--- config.mk ---
export PLATFORM = sky130hd
export DESIGN_NAME = spi_master_seq_flat
export DESIGN_NICKNAME = d
export VERILOG_FILES = /design/src/rtl/spi_master_seq_if.sv /design/src/rtl/spi_master_seq.sv /design/src/flat_wrapper.sv
export SDC_FILE = /design/constraint.sdc
export NUM_CORES = 1
export LEC_CHECK = 0
export BUFFER_PORTS_ARGS = -buffer_cell sky130_fd_sc_hd__buf_2
export CAP_MARGIN = 20
export CORE_MARGIN = 1.5
export CORE_UTILIZATION = 40
export DETAILED_ROUTE_END_ITERATION = 8
export SETUP_SLACK_MARGIN = 0.5
export SLEW_MARGIN = 10
export SYNTH_ARGS = -nofsm -noshare
export SYNTH_HDL_FRONTEND = slang
export SYNTH_SLANG_ARGS = --single-unit
--- constraint.sdc ---
create_clock -name mclk -period 2.4 [get_ports mclk]
set_input_delay 0.48 -clock mclk [delete_from_list [all_inputs] [get_ports mclk]]
set_output_delay 0.48 -clock mclk [all_outputs]
set_load 0.01 [all_outputs]
--- src/rtl/spi_master_seq_if.sv ---
// Host-side FIFO handshakes and spi_master strobe bundle for spi_master_seq.
// The sequencer takes the master modport; the host/SPI-master side takes slave.
interface spi_master_seq_if;
   logic       tx_valid;
   logic       tx_ready;
   logic [7:0] tx_data;
   logic       rx_valid;
   logic       rx_ready;
   logic [7:0] rx_data;
   logic       load_master;
   logic [7:0] data_in_master;
   logic       start;
   logic       read_master;
   logic [7:0] data_out_master;
   logic       spi_cs;
   logic       busy;
   logic       err;

   modport master (
      input  tx_valid, tx_data, rx_ready, data_out_master, spi_cs,
      output tx_ready, rx_valid, rx_data, load_master, data_in_master,
             start, read_master, busy, err
   );

   modport slave (
      output tx_valid, tx_data, rx_ready, data_out_master, spi_cs,
      input  tx_ready, rx_valid, rx_data, load_master, data_in_master,
             start, read_master, busy, err
   );
endinterface

--- src/rtl/spi_master_seq.sv ---
// Byte-stream sequencer in front of spi_master: TX FIFO -> load/start/read
// strobes, transfer end detected on spi_cs, received bytes returned via RX FIFO.
module spi_seq_fifo #(
   parameter int DEPTH = 4,
   parameter int W     = 8
) (
   input  logic         clk,
   input  logic         rst,
   input  logic         push_i,
   input  logic [W-1:0] din_i,
   input  logic         pop_i,
   output logic [W-1:0] head_o,
   output logic         full_o,
   output logic         empty_o
);
   localparam int AW = $clog2(DEPTH);
   localparam int CW = AW + 1;

   logic [W-1:0]  mem_q [DEPTH];
   logic [AW-1:0] wr_q, rd_q, rd_d;
   logic [CW-1:0] cnt_q, cnt_d, cnt_ap;
   logic [W-1:0]  head_q, head_d;
   logic          push_ok, pop_ok;

   assign full_o  = (cnt_q == CW'(DEPTH));
   assign empty_o = (cnt_q == '0);
   assign pop_ok  = pop_i && !empty_o;
   // a pop frees the slot in the same cycle, so push+pop at full keeps the count
   assign push_ok = push_i && (!full_o || pop_ok);
   assign head_o  = head_q;

   // head is registered: compute what the head will be after this edge
   always_comb begin
      rd_d   = rd_q + AW'(pop_ok);
      cnt_ap = cnt_q - CW'(pop_ok);
      cnt_d  = cnt_ap + CW'(push_ok);
      head_d = head_q;
      if (cnt_ap != '0)
         head_d = mem_q[rd_d];
      else if (push_ok)
         head_d = din_i;
   end

   always_ff @(posedge clk or posedge rst) begin
      if (rst) begin
         wr_q   <= '0;
         rd_q   <= '0;
         cnt_q  <= '0;
         head_q <= '0;
      end else begin
         wr_q   <= wr_q + AW'(push_ok);
         rd_q   <= rd_d;
         cnt_q  <= cnt_d;
         head_q <= head_d;
      end
   end

   always_ff @(posedge clk) begin
      if (push_ok)
         mem_q[wr_q] <= din_i;
   end
endmodule

module spi_master_seq #(
   parameter int FIFO_DEPTH = 4,
   parameter int TIMEOUT    = 64
) (
   input logic              mclk,
   input logic              reset,
   spi_master_seq_if.master bus
);
   localparam int TW = $clog2(TIMEOUT + 1);

   typedef enum logic [2:0] {
      IDLE, LOAD, START, WAIT_LO, WAIT_HI, READ, CAPTURE
   } state_e;

   state_e        state_q;
   logic [TW-1:0] timer_q;
   logic          load_q, start_q, read_q, busy_q, err_q;
   logic [7:0]    din_q;
   logic [7:0]    tx_head;
   logic          tx_full, tx_empty, rx_full, rx_empty;
   logic          timeout;

   assign bus.tx_ready = !tx_full;
   assign bus.rx_valid = !rx_empty;

   spi_seq_fifo #(.DEPTH(FIFO_DEPTH), .W(8)) u_tx (
      .clk     (mclk),
      .rst     (reset),
      .push_i  (bus.tx_valid && !tx_full),
      .din_i   (bus.tx_data),
      .pop_i   (state_q == LOAD),
      .head_o  (tx_head),
      .full_o  (tx_full),
      .empty_o (tx_empty)
   );

   spi_seq_fifo #(.DEPTH(FIFO_DEPTH), .W(8)) u_rx (
      .clk     (mclk),
      .rst     (reset),
      .push_i  (state_q == CAPTURE),
      .din_i   (bus.data_out_master),
      .pop_i   (bus.rx_ready),
      .head_o  (bus.rx_data),
      .full_o  (rx_full),
      .empty_o (rx_empty)
   );

   assign timeout            = (timer_q == TW'(TIMEOUT - 1));
   assign bus.load_master    = load_q;
   assign bus.start          = start_q;
   assign bus.read_master    = read_q;
   assign bus.data_in_master = din_q;
   assign bus.busy           = busy_q;
   assign bus.err            = err_q;

   // strobes/busy/err are registered: each is set on the edge entering its state
   always_ff @(posedge mclk or posedge reset) begin
      if (reset) begin
         state_q <= IDLE;
         timer_q <= '0;
         load_q  <= 1'b0;
         start_q <= 1'b0;
         read_q  <= 1'b0;
         busy_q  <= 1'b0;
         err_q   <= 1'b0;
         din_q   <= 8'h00;
      end else begin
         load_q  <= 1'b0;
         start_q <= 1'b0;
         read_q  <= 1'b0;
         err_q   <= 1'b0;
         case (state_q)
            IDLE: begin
               // RX room is reserved here, so the later capture cannot overflow
               if (!tx_empty && !rx_full) begin
                  state_q <= LOAD;
                  load_q  <= 1'b1;
                  din_q   <= tx_head;
                  busy_q  <= 1'b1;
               end
            end
            LOAD: begin
               state_q <= START;
               start_q <= 1'b1;
            end
            START: begin
               state_q <= WAIT_LO;
               timer_q <= '0;
            end
            WAIT_LO: begin
               if (!bus.spi_cs) begin
                  state_q <= WAIT_HI;
                  timer_q <= '0;
               end else if (timeout) begin
                  state_q <= IDLE;
                  err_q   <= 1'b1;
                  busy_q  <= 1'b0;
               end else begin
                  timer_q <= timer_q + TW'(1);
               end
            end
            WAIT_HI: begin
               if (bus.spi_cs) begin
                  state_q <= READ;
                  read_q  <= 1'b1;
               end else if (timeout) begin
                  state_q <= IDLE;
                  err_q   <= 1'b1;
                  busy_q  <= 1'b0;
               end else begin
                  timer_q <= timer_q + TW'(1);
               end
            end
            READ: begin
               state_q <= CAPTURE;
            end
            CAPTURE: begin
               state_q <= IDLE;
               busy_q  <= 1'b0;
            end
            default: begin
               state_q <= IDLE;
               busy_q  <= 1'b0;
            end
         endcase
      end
   end
endmodule

--- src/flat_wrapper.sv ---
// flat-port wrapper written by rule: the top's interface ports become plain ports
module spi_master_seq_flat 
#(
   parameter int FIFO_DEPTH = 4,
   parameter int TIMEOUT    = 64
)
  (mclk, reset, bus_tx_valid, bus_tx_data, bus_rx_ready, bus_data_out_master, bus_spi_cs, bus_tx_ready, bus_rx_valid, bus_rx_data, bus_load_master, bus_data_in_master, bus_start, bus_read_master, bus_busy, bus_err);
  spi_master_seq_if bus_i ();
  input logic mclk;
  input logic reset;
  input wire logic [$bits(bus_i.tx_valid)-1:0] bus_tx_valid;
  input wire logic [$bits(bus_i.tx_data)-1:0] bus_tx_data;
  input wire logic [$bits(bus_i.rx_ready)-1:0] bus_rx_ready;
  input wire logic [$bits(bus_i.data_out_master)-1:0] bus_data_out_master;
  input wire logic [$bits(bus_i.spi_cs)-1:0] bus_spi_cs;
  output wire logic [$bits(bus_i.tx_ready)-1:0] bus_tx_ready;
  output wire logic [$bits(bus_i.rx_valid)-1:0] bus_rx_valid;
  output wire logic [$bits(bus_i.rx_data)-1:0] bus_rx_data;
  output wire logic [$bits(bus_i.load_master)-1:0] bus_load_master;
  output wire logic [$bits(bus_i.data_in_master)-1:0] bus_data_in_master;
  output wire logic [$bits(bus_i.start)-1:0] bus_start;
  output wire logic [$bits(bus_i.read_master)-1:0] bus_read_master;
  output wire logic [$bits(bus_i.busy)-1:0] bus_busy;
  output wire logic [$bits(bus_i.err)-1:0] bus_err;
  assign bus_i.tx_valid = bus_tx_valid;
  assign bus_i.tx_data = bus_tx_data;
  assign bus_i.rx_ready = bus_rx_ready;
  assign bus_i.data_out_master = bus_data_out_master;
  assign bus_i.spi_cs = bus_spi_cs;
  assign bus_tx_ready = bus_i.tx_ready;
  assign bus_rx_valid = bus_i.rx_valid;
  assign bus_rx_data = bus_i.rx_data;
  assign bus_load_master = bus_i.load_master;
  assign bus_data_in_master = bus_i.data_in_master;
  assign bus_start = bus_i.start;
  assign bus_read_master = bus_i.read_master;
  assign bus_busy = bus_i.busy;
  assign bus_err = bus_i.err;
  spi_master_seq #(.FIFO_DEPTH(FIFO_DEPTH), .TIMEOUT(TIMEOUT)) u_core (.mclk(mclk), .reset(reset), .bus(bus_i));
endmodule
==> flow_metrics.py <==
metrics = {
    "outcome": {
        "status": "finished, final reports clean",
    },
    "floorplan": {
        "io_pins": 44,
        "row_count": 39,
        "core_mm2": 0.0116,
        "chipWidth_um": 113,
        "start_util_pct": 41.7,
        "die_area_mm2": 0.0127,
        "die-height_um": 113,
    },
    "logic_synthesis": {
        "synth_adder_area_share_pct": 3.37,
        "synth-async-reset-ratio_pct": 45.3,
        "syn-cell-area_mm2": 0.00482,
        "yosys_register_bits": 117,
        "synthMuxAreaShare_pct": 9.55,
        "ys_warn_count": 0,
        "avgSynthCellArea_um2": 14.6,
        "synthSimpleGateAreaFrac_pct": 10.2,
        "synthCells": 330,
        "synth_fp_nets": 364,
        "ys_types": 46,
        "synth_compound_area_share_pct": 4.98,
        "ys.flop_type": "edfxtp_1",
        "synth_top_family_by_area": "simple AND/OR/NAND/NOR gates",
        "yosys.area_share.xor_xnor_pct": 1.82,
        "seq_area_frac_synth_pct": 67.3,
        "synth_edf_count": 64,
    },
    "routing": {
        "num_vias": 2912,
        "drt-pass1-iter-count": 6,
        "via_per_inst": 5.11,
        "drc": 0,
        "routed_wl_um": 9560,
        "final_antenna_net_count": 0,
        "wl_per_cell_um": 16.8,
        "drt_iter0_markers": 219,
    },
    "clock_tree": {
        "cts-hold-fix-buffers": 0,
        "clk_latency_ns": 0.41,
        "numClockSinks": 117,
        "clk_path_buf_depth": 2,
        "htreeDepth": 4,
        "cts_root_buffer": "clkbuf_16",
        "cts_buffers": 17,
        "cts.clk_slew.worst_paths_ns": 0.05,
        "cts_tree": "built",
    },
    "place": {
        "hpwl_um": 5970,
        "gp_congestion": 0.759,
        "numPortBuffers": 43,
    },
    "pwr": {
        "power.density_mw_per_mm2": 1430,
        "vdd_drop_max_mv": 0.579,
        "total_leakage_power_uw": 0.00250,
    },
    "grt": {
        "grt_max_degree": 27,
        "antenna_found_initial": 0,
        "grt_use_total_pct": 16.3,
        "grt_overflow_total": 0,
        "grt_first_pass_wirelength_um": 15500,
        "grt_pass1_vias": 2952,
    },
    "sta": {
        "hold_slack_ns": 0.133,
        "timing.fmax_mhz": 465,
        "hold_viol_final": 0,
        "post-route-min-period_ns": 2.15,
        "tightest_slew_ns": 0.577,
        "rsz0062_at_grt": "true",
        "final.setup.tns_ns": 0,
        "slew_violations": 0,
        "timing.slew.headroom_pct": 61.5,
        "period_share_pct": 89.7,
        "finalSetupViolations": 0,
        "fin_skew_ns": 0.00988,
    },
    "critical_path": {
        "worstSetupEndpointType": "flip-flop",
        "cp.arrival_ns": 2.42,
        "path_max_fanout": 5,
        "critPathRequiredTime_ns": 2.67,
        "worstSetupPathType": "flip-flop to flip-flop",
        "start_kind": "flip-flop",
    },
    "finish": {
        "syn_to_final_growth_pct": 29.8,
        "nets": 448,
        "drive_above_1_share_pct": 41.2,
        "diodes": 0,
        "num-fill-cells": 926,
    },
    "flow_run": {
        "drv_cap": 0,
    },
    "worst_hold_path": {
        "hp-class": "input port to async pin",
    },
}
==> timing repair <==
action                     4_1_cts  5_1_grt
buffers inserted                 8        6
pin swaps                        8        9
gates resized for setup         39        7
setup endpoints to repair       50       36
gates cloned                     3        0
==> critical path, stage by stage (launching register included) <==
cell and delay [ns]:
dfrtp_1 0.38, or3_4 0.39, and2_4 0.17, ha_4 0.28
buf_12 0.12, mux4_2 0.50, nor2_2 0.11, a31oi_1 0.06
==> power by group <==
| group | switching, uW | internal, uW |
|---|---|---|
| Combinational | 1700 | 1930 |
| Sequential | 343 | 2730 |
| Clock | 807 | 1430 |
| Total | 2850 | 6090 |
==> layout make-up <==
cell class	instances	area, um2	share of cell area [%]
multi-input combinational	186	1690	27.0
timing repair buffer	79	563	8.99
sequential	117	3250	51.9
clock inverter	8	62.6	0.999
tap	143	179	2.86
clock buffer	24	462	7.37
inverter	13	55.1	0.879
==> flip-flops by register name, summed over array words and instances (netlist names), 3 cells and up <==
signal,cells
u_core.bus.data_in_master,8
u_core.state_q,3
u_core.timer_q,7
u_core.u_rx.cnt_q,3
u_core.u_rx.head_o,8
u_core.u_rx.mem_q,32
u_core.u_tx.cnt_q,3
u_core.u_tx.head_o,8
u_core.u_tx.mem_q,32
==> layout by cell type, fill, tap and decap left out, types with 4 or more instances in the layout <==
cell / n
a21oi_1: 4
a31oi_1: 19
and3_4: 4
buf_2: 42
buf_4: 28
buf_6: 4
clkbuf_1: 6
clkbuf_16: 17
clkinv_2: 6
dfrtp_1: 51
edfxtp_1: 64
ha_1: 7
ha_4: 6
inv_1: 10
mux2_2: 8
mux4_2: 16
nand2_1: 41
nor2_1: 14
nor2_2: 9
o21ai_0: 8
xor2_1: 4
==> stage by stage <==
| step | total power [uW] | worst slack, ns | cells | utilization [%] | cell area (um2) |
|---|---|---|---|---|---|
| after floorplan | 5250 | 0.312 | 330 | - | 5000 |
| after global placement | 5880 | 0.256 | 521 | 46.7 | 5400 |
| after detailed placement | 5980 | 0.257 | 521 | 46.7 | 5400 |
| after CTS | 8860 | 0.292 | 564 | 53.6 | 6190 |
| after global routing | 9460 | 0.173 | 570 | 54.1 | 6260 |
| final | 8930 | 0.247 | 570 | 54.1 | 6260 |
==> synth_stat cells, types with 2 or more instances <==
| library cell | count | share of area [%] |
|---|---|---|
| a31oi_1 | 19 | 2.5 |
| buf_2 | 3 | 0.31 |
| nor3b_1 | 3 | 0.47 |
| clkbuf_1 | 5 | 0.39 |
| o21ai_0 | 8 | 0.83 |
| xor2_1 | 6 | 1.1 |
| inv_1 | 11 | 0.86 |
| mux2_2 | 8 | 1.9 |
| buf_1 | 2 | 0.16 |
| buf_6 | 3 | 0.70 |
| nand2b_1 | 3 | 0.39 |
| mux4_2 | 16 | 7.5 |
| nand3_1 | 2 | 0.21 |
| xnor2_1 | 4 | 0.73 |
| ha_1 | 13 | 3.4 |
| or3_1 | 5 | 0.65 |
| nand2_1 | 42 | 3.3 |
| dfrtp_1 | 53 | 27 |
| nor2_1 | 25 | 1.9 |
| a21oi_1 | 4 | 0.42 |
| nor3_1 | 4 | 0.42 |
| edfxtp_1 | 64 | 40 |
| and3_1 | 4 | 0.52 |
==> layer usage <==
layer / track usage [%] / wire length, um / share of wire (%) / vias to the layer above
met2: 26.0 / 4640 / 49 / 75
met5: 0 / 0 / 0 / -
met3: 4.87 / 464 / 4.9 / 14
met4: 6.08 / 139 / 1.5 / 0
li1: - / - / - / 1376
met1: 21.2 / 4320 / 45 / 1447
==> logic make-up after synthesis <==
group | Yosys count
AOI/OAI and AO/OA | 38
adders and majority gates | 13
DFF | 117
and+or+nand+nor | 100
buffers and inverters | 27
muxes | 25
xor gates and xnor gates | 10
==> path summary, 6_finish.rpt <==
path | from | to | slack (ns) | cells past startpoint
max in group asynchronous | reset | u_core.u_tx.wr_q[1] | 1.62 | 3
worst min register to register | u_core.timer_q[6] | u_core.timer_q[6] | 0.50 | 2
worst max register to register | u_core.u_rx.cnt_q[0] | u_core.u_rx.head_o[2] | 0.25 | 7
worst max-delay path | u_core.u_rx.cnt_q[0] | u_core.u_rx.head_o[2] | 0.25 | 7
worst min-delay path | reset | u_core.u_tx.head_o[1] | 0.13 | 2
min in group mclk | bus_tx_data[4] | u_core.u_tx.mem_q[3][4] | 0.31 | 1
(Power assumes the default switching activity.)
